`config.mk`:
```
export PLATFORM = sky130hd
export DESIGN_NAME = instr_fetch
export DESIGN_NICKNAME = d
export VERILOG_FILES = /design/src/rtl/instr_fetch_pkg.sv /design/src/rtl/instr_fetch_ret_stack.sv /design/src/rtl/instr_fetch.sv
export SDC_FILE = /design/constraint.sdc
export NUM_CORES = 1
export LEC_CHECK = 0
export ABC_AREA = 1
export CAP_MARGIN = 20
export CORE_AREA = 2 2 61 63
export CTS_CLUSTER_DIAMETER = 120
export DETAILED_ROUTE_END_ITERATION = 6
export DIE_AREA = 0 0 63 65
export PLACE_DENSITY_LB_ADDON = 0.12
export SLEW_MARGIN = 0
export SYNTH_ARGS = -nofsm -noshare
export SYNTH_HDL_FRONTEND = slang
export SYNTH_SLANG_ARGS = --single-unit
```
`constraint.sdc`:
```
create_clock -name clk -period 2.8 [get_ports clk]
set_input_delay 0.56 -clock clk [delete_from_list [all_inputs] [get_ports clk]]
set_output_delay 0.56 -clock clk [all_outputs]
set_load 0.05 [all_outputs]
```
`src/rtl/instr_fetch_pkg.sv`:
```
// Shared definitions for the fetch stage: redirect encoding and the
// address-width / wrap-increment helpers used by the PC and return stack.
package instr_fetch_pkg;

    typedef enum logic [1:0] {
        REDIR_NONE,
        REDIR_JMP,
        REDIR_CALL,
        REDIR_RET
    } redir_t;

    function automatic int addr_width(input int n);
        return (n > 1) ? $clog2(n) : 1;
    endfunction

    // Anything at or past the last word wraps to 0, so non-power-of-2 ROMs work
    function automatic logic [31:0] wrap_inc(input logic [31:0] x, input int n);
        return (x >= 32'(n - 1)) ? 32'd0 : x + 32'd1;
    endfunction

endpackage

```
`src/rtl/instr_fetch_ret_stack.sv`:
```
// Return-address LIFO for call/ret; overflowing pushes and underflowing pops
// are dropped and recorded in sticky flags.
module ret_stack #(
    parameter int DEPTH = 4,
    parameter int W     = 3
) (
    input  logic         clk,
    input  logic         rst,
    input  logic         push,
    input  logic         pop,
    input  logic [W-1:0] push_data,
    output logic [W-1:0] top,
    output logic         empty,
    output logic         ovf,
    output logic         unf
);

    localparam int SPW  = $clog2(DEPTH + 1);
    localparam int IDXW = (DEPTH > 1) ? $clog2(DEPTH) : 1;

    logic [W-1:0]   mem [2**IDXW];
    logic [SPW-1:0] sp;
    logic           full;

    assign full  = (sp == SPW'(DEPTH));
    assign empty = (sp == '0);
    assign top   = mem[IDXW'(sp - SPW'(1))];

    always_ff @(posedge clk or negedge rst) begin
        if (!rst) begin
            sp  <= '0;
            ovf <= 1'b0;
            unf <= 1'b0;
            for (int i = 0; i < 2**IDXW; i++) begin
                mem[i] <= '0;
            end
        end else if (pop) begin
            if (!empty) begin
                sp <= sp - SPW'(1);
            end else begin
                unf <= 1'b1;
            end
        end else if (push) begin
            if (!full) begin
                mem[IDXW'(sp)] <= push_data;
                sp             <= sp + SPW'(1);
            end else begin
                ovf <= 1'b1;
            end
        end
    end

endmodule

```
`src/rtl/instr_fetch.sv`:
```
// Program counter and fetch stage in front of a registered-read ROM, with
// stall, jump and call/return redirects that insert no bubble.
module instr_fetch
    import instr_fetch_pkg::*;
#(
    parameter  int NADDRE    = 8,
    parameter  int NBDATA    = 12,
    parameter  int RST_ADDR  = 0,
    parameter  int STK_DEPTH = 4,
    localparam int AW        = addr_width(NADDRE)
) (
    input  logic              clk,
    input  logic              rst,
    input  logic              stall,
    input  logic              jmp_en,
    input  logic              call_en,
    input  logic              ret_en,
    input  logic [AW-1:0]     jmp_addr,
    output logic [AW-1:0]     mem_addr,
    input  logic [NBDATA-1:0] mem_data,
    output logic [NBDATA-1:0] instr,
    output logic [AW-1:0]     instr_pc,
    output logic              instr_vld,
    output logic              stk_ovf,
    output logic              stk_unf
);

    localparam logic [AW-1:0] RST_PC = AW'(RST_ADDR);

    logic [AW-1:0] pc;
    logic [AW-1:0] pc_d1;
    logic          vld_d1;
    redir_t        redir;
    logic [AW-1:0] raw_target;
    logic [AW-1:0] target;
    logic [AW-1:0] target_inc;
    logic [AW-1:0] pc_inc;
    logic [AW-1:0] ret_addr;
    logic [AW-1:0] stk_top;
    logic          stk_empty;

    assign instr     = mem_data;
    assign instr_pc  = pc_d1;
    assign instr_vld = vld_d1;

    assign pc_inc     = AW'(wrap_inc(32'(pc), NADDRE));
    assign ret_addr   = AW'(wrap_inc(32'(pc_d1), NADDRE));
    assign target_inc = AW'(wrap_inc(32'(target), NADDRE));

    // Redirects only act on a valid instruction; ret beats call beats jmp
    always_comb begin
        redir = REDIR_NONE;
        if (vld_d1) begin
            if (ret_en) begin
                redir = REDIR_RET;
            end else if (call_en) begin
                redir = REDIR_CALL;
            end else if (jmp_en) begin
                redir = REDIR_JMP;
            end
        end
    end

    always_comb begin
        raw_target = jmp_addr;
        if (redir == REDIR_RET) begin
            raw_target = stk_empty ? RST_PC : stk_top;
        end
        target = (32'(raw_target) >= 32'(NADDRE)) ? '0 : raw_target;
    end

    // On stall the ROM re-reads the displayed address so instr stays put
    always_comb begin
        mem_addr = stall ? pc_d1 : pc;
        if (redir != REDIR_NONE) begin
            mem_addr = target;
        end
    end

    always_ff @(posedge clk or negedge rst) begin
        if (!rst) begin
            pc     <= RST_PC;
            pc_d1  <= RST_PC;
            vld_d1 <= 1'b0;
        end else if (redir != REDIR_NONE) begin
            pc     <= target_inc;
            pc_d1  <= target;
            vld_d1 <= 1'b1;
        end else if (!stall) begin
            pc     <= pc_inc;
            pc_d1  <= pc;
            vld_d1 <= 1'b1;
        end
    end

    ret_stack #(
        .DEPTH (STK_DEPTH),
        .W     (AW)
    ) u_ret_stack (
        .clk       (clk),
        .rst       (rst),
        .push      (redir == REDIR_CALL),
        .pop       (redir == REDIR_RET),
        .push_data (ret_addr),
        .top       (stk_top),
        .empty     (stk_empty),
        .ovf       (stk_ovf),
        .unf       (stk_unf)
    );

endmodule

```
Word-level counts from Yosys, hierarchy flattened
Index checks and enable logic that the tools add are counted.
{"block": "totals", "reg_bits": 24, "inputBits": 21, "out_inout_bits": 21}
{"block": "op_classes", "addsub": 5, "n_lt_le_gt_ge": 6, "n_eq_ne": 6, "muxes": 25, "bitwise": 4, "n_reduce_logical": 8}
{"op": "3-bit two-way mux", "n": 16}
{"op": "3-bit greater-or-equal comparator, second input constant", "n": 5}
{"op": "3-bit by 1-bit adder with 3-bit output, second input constant", "n": 4}
{"op": "12-bit bitwise mux", "n": 1}
{"op": "3-bit AND reduction", "n": 3}
{"op": "3-bit binary-select mux with 2-bit select", "n": 1}
{"op": "3-bit demux with 2-bit select", "n": 1}
{"op": "2-bit two-way mux", "n": 3}
{"op": "2-bit inverter with 3-bit output", "n": 2}
{"op": "2-bit equality test, second input constant", "n": 2}
{"op": "2-bit by 1-bit inequality test with 1-bit output, second input constant", "n": 2}
{"op": "2-bit nonzero test", "n": 2}
{"op": "3-bit equality test, second input constant", "n": 1}
{"op": "3-bit logical NOT", "n": 1}
{"op": "3-bit by 1-bit < comparator with 1-bit output, second input constant", "n": 1}
{"op": "1-bit two-way mux", "n": 3}
{"op": "3-bit by 1-bit subtractor with 3-bit output, second input constant", "n": 1}
{"op": "2-bit inequality test, second input constant", "n": 1}
{"op": "1-bit inverter", "n": 2}
{"op": "2-bit AND reduction", "n": 1}
{"op": "1-bit logical AND", "n": 1}

Longest topological paths before layout
{"block": "logic_depth", "depth_word": 10, "mapped_depth": 16, "ltp_nobuf": 15}

Hierarchy
From an unflattened synthesis, not the netlist that was laid out.
{"block": "unflattened", "cells_unflattened": 191, "hier_area_um2": 1492.7}
{"mod": "ret_stack", "n_inst": 1, "cells_each": 98, "area_each_um2": 833.3, "seq_area_each_um2": 425.4}
{"mod": "instr_fetch", "n_inst": 1, "cells_each": 93, "area_each_um2": 659.4, "seq_area_each_um2": 175.2}

Worst setup path after synthesis
No wires, ideal clock.
{"block": "synth_timing", "kind": "register -> output", "start": "register u_ret_stack.sp[0]", "end": "output mem_addr[0]", "arrival_time_ps": 2464, "required_time_ps": 2240, "path_slack_ps": -224, "path_stages_with_launch": 11, "n_path_buf": 1, "path_cell_list": "dfrtp_1 buf_4 inv_2 ha_1 inv_1 nand3_1 nand2_1 nand2_1 nand2_2 nand2_2 o21ai_0"}
{"block": "synth_between", "elab_chain_cells": 8, "elab_cells_between_ends": 9, "cone_classes": "add/sub (1); mux (6); bitwise (1); reduce/logical (1)"}
{"element": "start, declared", "line_no": "instr_fetch_ret_stack.sv:22", "rtl": "logic [SPW-1:0] sp;"}
{"element": "start signal, assigned", "line_no": "instr_fetch_ret_stack.sv:39", "rtl": "sp <= sp - SPW'(1);"}
{"element": "start signal, assigned", "line_no": "instr_fetch_ret_stack.sv:46", "rtl": "sp <= sp + SPW'(1);"}
{"element": "3-bit by 1-bit subtractor with 3-bit output", "line_no": "instr_fetch_ret_stack.sv:27", "rtl": "assign top = mem[IDXW'(sp - SPW'(1))];"}
{"element": "2-bit inverter with 3-bit output (implied by the code)", "line_no": "instr_fetch_ret_stack.sv:27"}
{"element": "3-bit binary-select mux with 2-bit select", "line_no": "instr_fetch_ret_stack.sv:27"}
{"element": "3-bit two-way mux (implied by the code) (2 in series)", "line_no": "instr_fetch_ret_stack.sv:27"}
{"element": "3-bit two-way mux (*)", "line_no": "instr_fetch.sv:67", "rtl": "raw_target = stk_empty ? RST_PC : stk_top;"}
{"element": "3-bit two-way mux (*)", "line_no": "instr_fetch.sv:66", "rtl": "if (redir == REDIR_RET) begin"}
{"element": "3-bit two-way mux (*)", "line_no": "instr_fetch.sv:75", "rtl": "if (redir != REDIR_NONE) begin"}
{"element": "end, declared", "line_no": "instr_fetch.sv:19", "rtl": "output logic [AW-1:0] mem_addr,"}
Mark *: on every way between the ends. The rest lies on a longest branch, timed or not. The select of a mux whose other input is x is not followed.

Final worst setup path
{"block": "layout_timing", "start": "input call_en", "end": "output mem_addr[1]"}
{"block": "layout_between", "elab_chain_cells": 6, "elab_cells_between_ends": 7, "cone_classes": "eq/ne (1); mux (5); reduce/logical (1)"}
{"element": "start, declared", "line_no": "instr_fetch.sv:16", "rtl": "input logic call_en,"}
{"element": "2-bit two-way mux (*)", "line_no": "instr_fetch.sv:56", "rtl": "end else if (call_en) begin"}
{"element": "2-bit two-way mux (*)", "line_no": "instr_fetch.sv:54", "rtl": "if (ret_en) begin"}
{"element": "2-bit two-way mux (*)", "line_no": "instr_fetch.sv:53", "rtl": "if (vld_d1) begin"}
{"element": "2-bit equality test", "line_no": "instr_fetch.sv:66"}
{"element": "3-bit two-way mux", "line_no": "instr_fetch.sv:66"}
{"element": "3-bit two-way mux (*)", "line_no": "instr_fetch.sv:75"}
Mark *: on every way between the ends. The rest lies on a longest branch, timed or not.

==> metrics.md <==
| Metric | Value |
|---|---|
| Worst Hold Class | register to register |
| Cell area reported after detailed placement | 1760 um2 |
| Post-Syn Nets | 227 |
| Routability Congestion | 0.799 |
| Cell area power density | 1170 nW/um2 |
| Crit path launch type | primary input |
| Maximum buffer depth of the clock tree | 2 |
| Initial antenna violation count | 0 |
| Gr usage total | 17.0% |
| Remaining design rule violation count | 0 |
| Critical path required time | 2.24 ns |
| First-pass GRT wire length | 5580 um |
| Top cell types by occurrence after synthesis | 46 x sky130_fd_sc_hd__nand2_1, 28 x sky130_fd_sc_hd__inv_1, 24 x sky130_fd_sc_hd__dfrtp_1 |
| Root buffer cell | sky130_fd_sc_hd__clkbuf_4 |
| Biggest area contributors in the synthesized netlist | sky130_fd_sc_hd__dfrtp_1 38%, sky130_fd_sc_hd__nand2_1 11%, sky130_fd_sc_hd__ha_1 8.8% |
| Number of cells on the worst hold path | 1 |
| Synth warn | 0 |
| Clock latency on the worst-skew pair | 0.32 ns |
| Sequential fraction of the synthesis area | 38.5% |
| Async S/R FF share, synth | 100% |
| Synthesized flop and latch total | 24 |
| Area inside the core boundary | 3500 um2 |
| Max Cap Violations | 0 |
| Category of the worst setup path capture point | output port |
| Most repeated cell in the gate-level netlist after synthesis | sky130_fd_sc_hd__nand2_1 |
| RSZ-0062 raised after global routing | no |
| Tightest Pin Transition | 0.509 ns |
| Width of the chip | 63 um |
| Cell taking the most area after synthesis | sky130_fd_sc_hd__dfrtp_1 |
| Combined area of all synthesized cells | 1560 um2 |
| Final cycle utilization of the critical path | 93.6% |
| Final std cell area, no fill | 1880 um2 |
| Result of the run | finished, final reports clean |
| Worst rel slew slack | 66.0% |
| Worst setup path category | primary input to output port |
| Peak fanout along the critical path | 5 |
| Synth Area per Inst | 8.01 um2 |
| Main synth FF type | sky130_fd_sc_hd__dfrtp_1 |
| Detailed Route Iter0 Violations | 31 |
| Final hold vios | 0 |
| Average vias per placed instance | 4.72 |
| Routed wire length | 3090 um |
| Final sum of negative setup slack | 0 ns |
| Area grow syn2layout | 20.3% |
| Worst r2r path cells | 14 |
| Highest Clock Rate | 0.382 GHz |
| Vias after detailed routing | 1,241 |
| Synthesized instance count | 195 |
| First-pass iteration count of the detailed router | 4 |
| Post-DP HPWL | 2410 um |
| Final Max Tran Viols | 0 |
| Std-Cell Rows | 22 |
| Sum of overflow across all layers after global routing | 0 |
| Post-route minimum period | 2.62 ns |
| Largest net degree at the start of global routing | 25 |
| Routed WL per cell | 11.8 um |
| Data arrival time of the critical path | 2.06 ns |
| Number of distinct library cells after synthesis | 31 |
| CTS tree | yes |
| Peak VDD IR | 0.521 mV |
| Number of antenna repair diodes | 0 |
| Maximum level of the CTS H-tree | 1 |
| Total of endpoints with negative setup slack in the final report | 0 |
| Number of synthesized flops with an enable pin | 0 |
| Initial core utilization | 44.7% |
| Leak | 0.929 nW |
| Port bufs | 17 |
| Clock transition time at the flip-flop clock pins of the worst setup and hold paths | 0.13 ns |
| Worst clock skew on the final layout | 0.00130 ns |
| Top-level port count | 42 |
| Proportion of layout cells with a drive suffix above 1 | 23.7% |
| Layout Nets | 248 |
| Total die area | 4100 um2 |
| Final ANT Viol Nets | 0 |
| Number of global-route vias before repair | 1,271 |
| Height of the die | 65 um |
| Sink count of the clock tree | 24 |
| Number of buffers created by CTS | 3 |
| Fraction of post-synthesis cell area in the top cell type by area | 38.5% |
logic make-up after synthesis:
group           Yosys count  synth area share (%)
simple gates             82                  24.9
fa+ha+maj                11                  8.81
flops                    24                  38.5
buf+inv                  47                  14.5
compound gates           29                  12.2
xor+xnor                  2                  1.12
metrics by stage:
stage | hold WS, ns | instances | util (%) | worst slack (ns) | power (W)
after floorplan | 0.264 | 195 | - | 0.0281 | 0.00155
after global placement | 0.465 | 251 | 50.4 | 0.137 | 0.00187
after detailed placement | 0.471 | 251 | 50.4 | 0.0775 | 0.00190
after CTS | 0.507 | 256 | 51.8 | 0.00985 | 0.00211
after global routing | 0.523 | 263 | 53.7 | 0.0377 | 0.00243
final | 0.502 | 263 | 53.7 | 0.180 | 0.00220
repair_timing:
item                       CTS  global route
setup buffers                1             7
hold buffers                 0             0
setup endpoints to repair    2             3
resized for setup            1             5
pin swaps                    0             1
sequential cells by signal, summed over array words and instances, names as in the netlist:
name	cells
instr_pc	3
instr_vld	1
pc	3
u_ret_stack.mem	12
u_ret_stack.ovf	1
u_ret_stack.sp	3
u_ret_stack.unf	1
cells in the final DEF, fill, tap and decap left out, types with 2 or more instances in the layout:
cell	count
sky130_fd_sc_hd__ha_1	10
sky130_fd_sc_hd__a21oi_1	2
sky130_fd_sc_hd__clkbuf_4	3
sky130_fd_sc_hd__dfrtp_1	24
sky130_fd_sc_hd__o21ai_1	2
sky130_fd_sc_hd__buf_12	3
sky130_fd_sc_hd__nor2_2	4
sky130_fd_sc_hd__inv_1	26
sky130_fd_sc_hd__nand3_1	10
sky130_fd_sc_hd__o21bai_1	2
sky130_fd_sc_hd__inv_2	6
sky130_fd_sc_hd__buf_4	12
sky130_fd_sc_hd__o21ai_0	13
sky130_fd_sc_hd__clkdlybuf4s50_1	14
sky130_fd_sc_hd__nand2_2	8
sky130_fd_sc_hd__nand2_1	46
sky130_fd_sc_hd__nor2_1	8
sky130_fd_sc_hd__a31oi_2	2
sky130_fd_sc_hd__a22oi_1	2
power breakdown:
group,internal [W],switching (W),leakage (nW),total (W)
Sequential,0.000505,0.0000978,0.283,0.000603
Clock,0.0000796,0.000109,0.0210,0.000188
Combinational,0.000581,0.000829,0.625,0.00141
metal layers:
layer	share of wire, %	vias to the layer above	wire, um	global-route usage, %
met5	0	-	0	0
met4	2.0	0	62	6.67
met3	3.7	9	113	3.99
met2	48	18	1470	28.1
met1	47	572	1440	21.6
li1	-	642	-	-
worst paths after layout:
check | start | to | slack (ns)
hold / removal | u_ret_stack.ovf | u_ret_stack.ovf | 0.50
max in group asynchronous | rst | pc[2] | 1.99
setup / recovery | call_en | mem_addr[1] | 0.18
hold reg to reg | u_ret_stack.ovf | u_ret_stack.ovf | 0.50
min in group asynchronous | rst | u_ret_stack.mem[4] | 0.58
setup reg to reg | u_ret_stack.sp[1] | pc[2] | 0.73
worst max-delay path, stage by stage:
cell and delay (ns):
sky130_fd_sc_hd__clkdlybuf4s50_1 0.49, sky130_fd_sc_hd__inv_2 0.05, sky130_fd_sc_hd__nand2_2 0.10, sky130_fd_sc_hd__nand3_4 0.10
sky130_fd_sc_hd__clkinv_2 0.11, sky130_fd_sc_hd__nand3_1 0.09, sky130_fd_sc_hd__nand2_2 0.09, sky130_fd_sc_hd__nor2_1 0.06
sky130_fd_sc_hd__a31oi_2 0.23, sky130_fd_sc_hd__buf_12 0.17
layout make-up:
class                           instances  area (um2)
Clock buffer                            4        36.3
Fill cell                             343        1620
Inverter                               34         131
Multi-Input combinational cell        124         759
Sequential cell                        24         601
Tap cell                               48        60.1
Timing Repair Buffer                   29         290
No activity file was read; power rests on OpenSTA's default activity.
